<file path="config.mk">
export PLATFORM = sky130hd
export DESIGN_NAME = lif_array_flat
export DESIGN_NICKNAME = d
export VERILOG_FILES = /design/src/rtl/lif_if.sv /design/src/rtl/lif_array.sv /design/src/flat_wrapper.sv
export SDC_FILE = /design/constraint.sdc
export NUM_CORES = 1
export LEC_CHECK = 0
export ABC_CLOCK_PERIOD_IN_PS = 8100
export BUFFER_PORTS_ARGS = -buffer_cell sky130_fd_sc_hd__buf_4
export CAP_MARGIN = 0
export CELL_PAD_IN_SITES_DETAIL_PLACEMENT = 1
export CELL_PAD_IN_SITES_GLOBAL_PLACEMENT = 2
export CORE_ASPECT_RATIO = 1.2
export CORE_MARGIN = 2
export CORE_UTILIZATION = 37
export DETAILED_ROUTE_END_ITERATION = 10
export PLACE_DENSITY_LB_ADDON = 0.1
export SYNTH_ARGS = -nofsm -noshare
export SYNTH_HDL_FRONTEND = slang
export SYNTH_SLANG_ARGS = --single-unit
</file>
<file path="constraint.sdc">
create_clock -name clk -period 8.1 [get_ports clk]
set_clock_uncertainty 0.05 [all_clocks]
set_input_delay 0.405 -clock clk [delete_from_list [all_inputs] [get_ports clk]]
set_output_delay 0.405 -clock clk [all_outputs]
set_load 0.005 [all_outputs]
</file>
<file path="src/rtl/lif_if.sv">
// Handshake bundle for the LIF neuron array:
// sample input channel and registered result channel.
interface lif_if #(
  parameter int W  = 8,
  parameter int CW = 2
);
  logic          in_valid;
  logic          in_ready;
  logic [CW-1:0] in_ch;
  logic [W-1:0]  in_current;
  logic [W-1:0]  threshold;
  logic          out_valid;
  logic          out_ready;
  logic [CW-1:0] out_ch;
  logic [W-1:0]  out_state;
  logic          out_spike;

  modport slave (
    input  in_valid, in_ch, in_current,
    input  threshold, out_ready,
    output in_ready, out_valid, out_ch,
    output out_state, out_spike
  );

  modport master (
    output in_valid, in_ch, in_current,
    output threshold, out_ready,
    input  in_ready, out_valid, out_ch,
    input  out_state, out_spike
  );
endinterface

</file>
<file path="src/rtl/lif_array.sv">
// Time-multiplexed array of leaky integrate-and-fire neurons
// sharing one update datapath and one result register.
module lif_array #(
  parameter int NUM_CH     = 4,
  parameter int W          = 8,
  parameter int LEAK_SHIFT = 1,
  parameter int REFRACT    = 2,
  parameter int RESET_MODE = 0,
  parameter int CW         = $clog2(NUM_CH)
) (
  input  logic  clk,
  input  logic  reset_n,
  lif_if.slave  bus
);

  localparam int RW =
    (REFRACT > 0) ? $clog2(REFRACT + 1) : 1;
  localparam logic [RW-1:0] REF_V = RW'(REFRACT);

  logic [W-1:0]  state_q [NUM_CH];
  logic [RW-1:0] rcnt_q  [NUM_CH];

  logic          ov_q, ov_d;
  logic [CW-1:0] och_q, och_d;
  logic [W-1:0]  ost_q, ost_d;
  logic          osp_q, osp_d;

  logic          acc;
  logic          in_range;
  logic          hit;
  logic [CW-1:0] ch_idx;
  logic [W-1:0]  s;
  logic [RW-1:0] r;
  logic [W-1:0]  leaked;
  logic [W:0]    sum_w;
  logic [W-1:0]  sum;
  logic          refr;
  logic          fire;
  logic [W-1:0]  new_st;
  logic [RW-1:0] new_r;

  // Power-of-two arrays have no unreachable indices.
  if (NUM_CH == (1 << CW)) begin : g_full
    assign in_range = 1'b1;
  end else begin : g_part
    assign in_range = (bus.in_ch < CW'(NUM_CH));
  end

  assign bus.in_ready  = !ov_q || bus.out_ready;
  assign bus.out_valid = ov_q;
  assign bus.out_ch    = och_q;
  assign bus.out_state = ost_q;
  assign bus.out_spike = osp_q;

  assign acc    = bus.in_valid && bus.in_ready;
  assign hit    = acc && in_range;
  assign ch_idx = hit ? bus.in_ch : '0;

  always_comb begin
    s      = state_q[ch_idx];
    r      = rcnt_q[ch_idx];
    leaked = s - (s >> LEAK_SHIFT);
    sum_w  = {1'b0, leaked} + {1'b0, bus.in_current};
    sum    = sum_w[W] ? '1 : sum_w[W-1:0];
    refr   = (r != '0);
    fire   = !refr && (sum >= bus.threshold);
    new_st = sum;
    new_r  = '0;
    unique case (1'b1)
      refr: begin
        new_st = leaked;
        new_r  = r - 1'b1;
      end
      fire: begin
        new_st = (RESET_MODE != 0) ?
                 sum - bus.threshold : '0;
        new_r  = REF_V;
      end
      default: ;
    endcase
  end

  always_comb begin
    ov_d  = ov_q;
    och_d = och_q;
    ost_d = ost_q;
    osp_d = osp_q;
    if (hit) begin
      ov_d  = 1'b1;
      och_d = bus.in_ch;
      ost_d = new_st;
      osp_d = fire;
    end else if (bus.out_ready) begin
      ov_d  = 1'b0;
    end
  end

  always_ff @(posedge clk or negedge reset_n) begin
    if (!reset_n) begin
      ov_q  <= 1'b0;
      och_q <= '0;
      ost_q <= '0;
      osp_q <= 1'b0;
    end else begin
      ov_q  <= ov_d;
      och_q <= och_d;
      ost_q <= ost_d;
      osp_q <= osp_d;
    end
  end

  always_ff @(posedge clk or negedge reset_n) begin
    if (!reset_n) begin
      for (int i = 0; i < NUM_CH; i++) begin
        state_q[i] <= '0;
        rcnt_q[i]  <= '0;
      end
    end else if (hit) begin
      state_q[ch_idx] <= new_st;
      rcnt_q[ch_idx]  <= new_r;
    end
  end

endmodule

</file>
<file path="src/flat_wrapper.sv">
// flat-port wrapper written by rule: the top's interface ports become plain ports
module lif_array_flat 
#(
  parameter int NUM_CH     = 4,
  parameter int W          = 8,
  parameter int LEAK_SHIFT = 1,
  parameter int REFRACT    = 2,
  parameter int RESET_MODE = 0,
  parameter int CW         = $clog2(NUM_CH)
)
  (clk, reset_n, bus_in_valid, bus_in_ch, bus_in_current, bus_threshold, bus_out_ready, bus_in_ready, bus_out_valid, bus_out_ch, bus_out_state, bus_out_spike);
  lif_if #(.W(W), .CW(CW)) bus_i ();
  input  logic clk;
  input  logic reset_n;
  input wire logic [$bits(bus_i.in_valid)-1:0] bus_in_valid;
  input wire logic [$bits(bus_i.in_ch)-1:0] bus_in_ch;
  input wire logic [$bits(bus_i.in_current)-1:0] bus_in_current;
  input wire logic [$bits(bus_i.threshold)-1:0] bus_threshold;
  input wire logic [$bits(bus_i.out_ready)-1:0] bus_out_ready;
  output wire logic [$bits(bus_i.in_ready)-1:0] bus_in_ready;
  output wire logic [$bits(bus_i.out_valid)-1:0] bus_out_valid;
  output wire logic [$bits(bus_i.out_ch)-1:0] bus_out_ch;
  output wire logic [$bits(bus_i.out_state)-1:0] bus_out_state;
  output wire logic [$bits(bus_i.out_spike)-1:0] bus_out_spike;
  assign bus_i.in_valid = bus_in_valid;
  assign bus_i.in_ch = bus_in_ch;
  assign bus_i.in_current = bus_in_current;
  assign bus_i.threshold = bus_threshold;
  assign bus_i.out_ready = bus_out_ready;
  assign bus_in_ready = bus_i.in_ready;
  assign bus_out_valid = bus_i.out_valid;
  assign bus_out_ch = bus_i.out_ch;
  assign bus_out_state = bus_i.out_state;
  assign bus_out_spike = bus_i.out_spike;
  lif_array #(.NUM_CH(NUM_CH), .W(W), .LEAK_SHIFT(LEAK_SHIFT), .REFRACT(REFRACT), .RESET_MODE(RESET_MODE), .CW(CW)) u_core (.clk(clk), .reset_n(reset_n), .bus(bus_i));
endmodule
</file>
Word-level counts from Yosys, hierarchy flattened
Index checks and enable logic that the tools add are counted.
{"block": "word_totals", "ff_bits": 52, "ram_bits": 0, "latch_bits": 0, "in_bits": 22, "elab_cells": 45, "memories": 0, "mem_bits_ro": 0}
{"block": "op_classes", "div": 0, "n_mul": 0, "addsub": 3, "n_reduce_logical": 8, "eq_ne": 0, "n_shift": 0, "bitwise": 1, "n_lt_le_gt_ge": 3, "n_mux": 18}
{"op": "32-bit bitwise mux", "count": 1}
{"op": "8-bit 2-to-1 mux", "count": 4}
{"op": "8-bit binary-select mux with 2-bit select", "count": 1}
{"op": "8-bit demux with 2-bit select", "count": 1}
{"op": "8-bit one-hot mux with 2 select lines", "count": 1}
{"op": "8-bit by 8-bit adder with 9-bit output", "count": 1}
{"op": "8-bit bitwise mux", "count": 1}
{"op": "8-bit greater-or-equal comparator", "count": 1}
{"op": "2-bit 2-to-1 mux", "count": 4}
{"op": "8-bit by 7-bit subtractor with 8-bit output", "count": 1}
{"op": "2-bit binary-select mux with 2-bit select", "count": 1}
{"op": "2-bit demux with 2-bit select", "count": 1}
{"op": "2-bit one-hot mux with 2 select lines", "count": 1}
{"op": "2-bit nonzero test", "count": 2}
{"op": "3-bit greater-or-equal comparator (second input constant)", "count": 1}
{"op": "1-bit logical AND", "count": 3}
{"op": "3-bit by 1-bit less-than comparator with 1-bit output (second input constant)", "count": 1}
{"op": "2-bit inverter with 3-bit output", "count": 1}
{"op": "1-bit zero test", "count": 2}
{"op": "1-bit 2-to-1 mux", "count": 2}
{"op": "2-bit by 1-bit subtractor with 2-bit output (second input constant)", "count": 1}
{"op": "1-bit logical OR", "count": 1}

Logic depth before layout (Yosys ltp)
{"block": "depth", "depth_word": 15, "mapped_depth": 27, "ltp_nobuf": 25}

Worst setup path before layout
OpenSTA, ideal clock, no wires.
{"block": "synth_path", "path_kind": "in2reg", "start": "in bus_in_ch[1]", "end": "reg u_core.ost_q[7] (netlist: u_core.bus.out_state[7])", "cell_stages": 24, "setup_slack_ns": 2.258, "arrival_time_ns": 5.710, "required_ns": 7.968, "path_cell_list": "buf_4 -> clkbuf_1 -> clkbuf_1 -> nor2_1 -> a21oi_1 -> o221ai_1 -> ha_1 -> nor2b_1 -> o31a_1 -> or4b_2 -> nand3_1 -> ha_1 -> and2_1 -> a21o_1 -> a311oi_1 -> o2111ai_1 -> and2_1 -> ha_1 -> o2111ai_1 -> nor2_1 -> a221oi_1 -> and3_1 -> nand3_1 -> a31oi_1"}
{"block": "synth_via", "elab_chain_cells": 11}
{"item": "start: declaration", "line": "flat_wrapper.sv:16", "text": "input wire logic [$bits(bus_i.in_ch)-1:0] bus_in_ch;"}
{"item": "2-bit 2-to-1 mux *", "line": "lif_array.sv:57", "text": "assign ch_idx = hit ? bus.in_ch : '0;"}
{"item": "2-bit inverter with 3-bit output (not written as such) *", "line": "lif_array.sv:60, lif_array.sv:61"}
{"item": "8-bit binary-select mux with 2-bit select", "line": "lif_array.sv:60", "text": "s = state_q[ch_idx];"}
{"item": "8-bit 2-to-1 mux (not written as such) (2 in series)", "line": "lif_array.sv:60"}
{"item": "8-bit by 7-bit subtractor with 8-bit output", "line": "lif_array.sv:62", "text": "leaked = s - (s >> LEAK_SHIFT);"}
{"item": "8-bit by 8-bit adder with 9-bit output", "line": "lif_array.sv:63", "text": "sum_w = {1'b0, leaked} + {1'b0, bus.in_current};"}
{"item": "8-bit 2-to-1 mux", "line": "lif_array.sv:64", "text": "sum = sum_w[W] ? '1 : sum_w[W-1:0];"}
{"item": "8-bit greater-or-equal comparator", "line": "lif_array.sv:66", "text": "fire = !refr && (sum >= bus.threshold);"}
{"item": "1-bit logical AND", "line": "lif_array.sv:66"}
{"item": "8-bit one-hot mux with 2 select lines *", "line": "lif_array.sv:69", "text": "unique case (1'b1)"}
{"item": "end signal: assignment", "line": "lif_array.sv:107", "text": "ost_q <= ost_d;"}
{"item": "end: declaration", "line": "lif_array.sv:25", "text": "logic [W-1:0] ost_q, ost_d;"}
Every way passes the cells marked *; elsewhere a longest branch is shown, timed or not. The select of a mux whose other input is x is not followed.
A chain may end at the register's enable or synchronous reset.

Final worst setup path
{"block": "layout_path", "start": "reg u_core.ov_q (netlist: u_core.bus.out_valid)", "end": "reg u_core.ost_q[7] (netlist: u_core.bus.out_state[7])"}
{"block": "layout_via", "elab_chain_cells": 14}
{"item": "start: declaration", "line": "lif_array.sv:23", "text": "logic ov_q, ov_d;"}
{"item": "start signal: assignment", "line": "lif_array.sv:105", "text": "ov_q <= ov_d;"}
{"item": "1-bit zero test *", "line": "lif_array.sv:49", "text": "assign bus.in_ready = !ov_q || bus.out_ready;"}
{"item": "1-bit logical OR *", "line": "lif_array.sv:49"}
{"item": "1-bit logical AND *", "line": "lif_array.sv:55", "text": "assign acc = bus.in_valid && bus.in_ready;"}
{"item": "2-bit 2-to-1 mux", "line": "lif_array.sv:57"}
{"item": "2-bit inverter with 3-bit output (not written as such)", "line": "lif_array.sv:60, lif_array.sv:61"}
{"item": "8-bit binary-select mux with 2-bit select", "line": "lif_array.sv:60"}
{"item": "8-bit 2-to-1 mux (not written as such) (2 in series)", "line": "lif_array.sv:60"}
{"item": "8-bit by 7-bit subtractor with 8-bit output", "line": "lif_array.sv:62"}
{"item": "8-bit by 8-bit adder with 9-bit output", "line": "lif_array.sv:63"}
{"item": "8-bit 2-to-1 mux", "line": "lif_array.sv:64"}
{"item": "8-bit greater-or-equal comparator", "line": "lif_array.sv:66"}
{"item": "1-bit logical AND", "line": "lif_array.sv:66"}
{"item": "8-bit one-hot mux with 2 select lines", "line": "lif_array.sv:69"}
Marks and branches as above.

==> results.py <==
metrics = {
    "critical_path": {
        "worstRegToRegCells": 21,
        "r2r_slack_ns": 0.94,
        "critPathBufInv": 0,
        "crit_slowest_cell": "and2_0",
        "critPathCaptureType": "flop",
        "timing.rr.start": "u_core.bus.out_valid",
        "critPathMaxStageDelay_ns": 0.73,
        "crit_family": "compound AO/OA/AOI/OAI gates",
        "cp_max_fo": 14,
        "cp.depth": 21,
        "r2r_end": "u_core.bus.out_state[7]",
        "path_cells": "nand2b_1 > and2_0 > a31oi_1 > o21ai_0 > ha_1 > fa_1 > nor2b_1 > o31a_1 > or4b_2 > nand3_1 > ha_1 > and2_1 > a221o_1 > a31oi_1 > o21ai_0 > ha_1 > a21o_1 > a221oi_1 > and3_1 > nand3_1 > a31oi_1",
        "critPathKind": "reg -> reg",
        "cp.required_ns": 8.28,
        "start_kind": "flop",
        "arrival_ns": 7.35,
    },
    "yosys": {
        "synth_ff_type": "dfrtp_1",
        "synth-adder-area-share_pct": 9.597,
        "synth_top_family_by_area": "compound AO/OA/AOI/OAI gates",
        "synth_area_um2": 3416,
        "synth_edf_count": 0,
        "avgSynthCellArea_um2": 9.333,
        "syn_inst": 366,
        "yosysWarnings": 0,
        "synth-compound-area-share_pct": 19.16,
        "synth_seq_cells": 52,
        "async_flop_share_pct": 100.0,
        "synth-xor-area-share_pct": 1.282,
        "syn-num-nets": 413,
        "yosysUniqueCellTypes": 51,
        "ys_seq_area_share_pct": 38.10,
        "yosys.area_share.simple_pct": 15.86,
        "muxShareOfSynthArea_pct": 11.58,
    },
    "clocking": {
        "cts_tree": "built",
        "root_buffer": "clkbuf_8",
        "cts.clk_slew.worst_paths_ns": 0.10,
        "clock_latency_ns": 0.31,
        "cts_num_sinks": 52,
        "cts_max_level": 2,
        "numCtsBuffers": 5,
        "cts_resized": 0,
        "post_cts_buffers": 0,
        "cts_buffer_depth": 2,
        "holdBufCountCts": 0,
    },
    "floorplanning": {
        "fp.dieH_um": 109.3,
        "num_io_pins": 35,
        "rows": 38,
        "die_area_um2": 10020,
        "die_w_um": 91.71,
        "core-area_um2": 9034,
        "initial_core_util_pct": 37.81,
    },
    "global_routing": {
        "grt.total_usage_pct": 20.00,
        "antenna_found_initial": 0,
        "grt_remaining_overflow": 0,
        "first_global_vias": 2868,
        "grt_pass1_wl_um": 15400,
        "grt_max_degree": 53,
    },
    "finish": {
        "areaGrowthSynthToFinish_pct": 13.52,
        "fin_util_pct": 42.92,
        "regArea_um2": 1301,
        "num_antenna_cells": 0,
        "drive_gt1_share_pct": 19.59,
        "multi_input_area_um2": 1966,
        "final_cells": 513,
        "fin_nets": 439,
        "nFillCells": 1067,
    },
    "detailed_routing": {
        "drt-total-wl_um": 9523,
        "ant_nets": 0,
        "drcViolationCount": 0,
        "vias": 2789,
        "dr.pass1.iters": 4,
        "routedWlPerCell_um": 18.56,
        "viasPerCell": 5.437,
        "detail_route.iter0.violations": 78,
    },
    "sta": {
        "whs_ns": 0.06464,
        "finalSetupTns_ns": 0,
        "worst_pin_slew_ns": 0.8825,
        "slew_viol_final": 0,
        "clock.fmax_mhz": 139.6,
        "min_period_over_period_pct": 88.45,
        "final-setup-viol-count": 0,
        "rsz0062_at_grt": "no",
        "slew_headroom_pct": 40.90,
        "hold_viol": 0,
        "fin_crit_ns": 7.165,
    },
    "place": {
        "dp_hpwl_um": 7256,
        "portBuffers": 34,
        "gp_congestion": 0.8141,
        "dpl.cell_count": 505,
    },
    "run_status": {
        "status": "complete, no violations",
    },
    "job": {
        "cap_violations": 0,
    },
    "hold_path": {
        "worstHoldPathType": "in -> async",
    },
}
final cells by class:
type / instances / area share [%]
flip-flops and latches: 52 / 33.56
clock buffers: 6 / 1.872
multi-input cells: 277 / 50.69
repair buffers: 38 / 7.357
well taps: 120 / 3.872
inverters: 18 / 1.742
clock inverters: 2 / 0.9035
state kept, by name, indices dropped and copies added (netlist names):
register	cells
u_core.rcnt_q	8
u_core.bus.out_ch	2
u_core.bus.out_state	8
u_core.state_q	32
u_core.bus.out_spike	1
u_core.bus.out_valid	1
cells in the final DEF (no fill, tap or decap), types with 3 or more instances in the layout:
cell,synthesis,layout
mux2_2,20,20
nand4_1,3,3
inv_1,18,18
dfrtp_1,52,52
nand2_1,35,35
nor3_1,4,4
o221ai_1,6,6
nand3_1,6,6
nand2b_1,6,6
ha_1,23,23
nor2_1,32,32
buf_4,3,38
and3_1,4,4
mux2i_1,8,8
xnor2_1,4,4
a31oi_1,7,7
a21o_1,7,7
a21oi_1,28,28
mux2_4,6,6
o2111ai_1,3,3
and2_1,5,5
o21ai_0,27,27
clkbuf_8,0,5
and3b_1,3,3
nor2b_1,6,5
a221oi_1,4,4
a22oi_1,3,3
cells by family (layout without fill, tap and decap cells):
group                      count (synthesis)  in the layout
xor gates and xnor gates                   5              5
AOI/OAI and AO/OA                        101            101
muxes                                     34             34
DFF                                       52             52
and+or+nand+nor                          112            112
buffers and inverters                     37             64
adders and majority gates                 25             25
metal layers:
layer  vias to the layer above  global-route usage, %  wire length, µm
met5                         -                      0                0
met4                         0                  5.437               99
met3                         6                  2.142              176
met2                        32                  36.13             4877
met1                      1380                  25.49             4369
li1                       1371                      -                -
how the worst max path moves through the flow:
stage / endpoint / startpoint / slack, ns
floorplan: u_core.bus.out_state[7] / bus_in_ch[1] / 2.26
global placement: u_core.bus.out_state[7] / bus_out_ready / 0.88
detailed placement: u_core.bus.out_state[7] / bus_out_ready / 0.77
CTS: u_core.bus.out_state[7] / u_core.bus.out_valid / 0.88
global route: u_core.bus.out_state[7] / u_core.bus.out_valid / 0.40
finish: u_core.bus.out_state[7] / u_core.bus.out_valid / 0.94
per-stage QoR:
step / cell area, µm² / worst slack (ns)
final: 3877 / 0.9352
after floorplan: 3416 / 2.258
after CTS: 3877 / 0.8769
after detailed placement: 3770 / 0.7738
after global routing: 3877 / 0.3964
after global placement: 3770 / 0.8786
cell usage after synthesis (5+ instances only):
library cell	count	area, µm²
mux2i_1	8	80.08
nand2b_1	6	37.54
dfrtp_1	52	1301
nand2_1	35	131.4
a21oi_1	28	140.1
a31oi_1	7	43.79
o21ai_0	27	135.1
o221ai_1	6	52.55
ha_1	23	287.8
a21o_1	7	52.55
mux2_4	6	90.09
nand3_1	6	30.03
inv_1	18	67.56
clkbuf_1	14	52.55
mux2_2	20	225.2
nor2b_1	6	37.54
nor2_1	32	120.1
and2_1	5	31.28
Power is left out: the tool's default activity adds up to more than one toggle a clock period on the data nets, which glitch-free logic cannot reach.
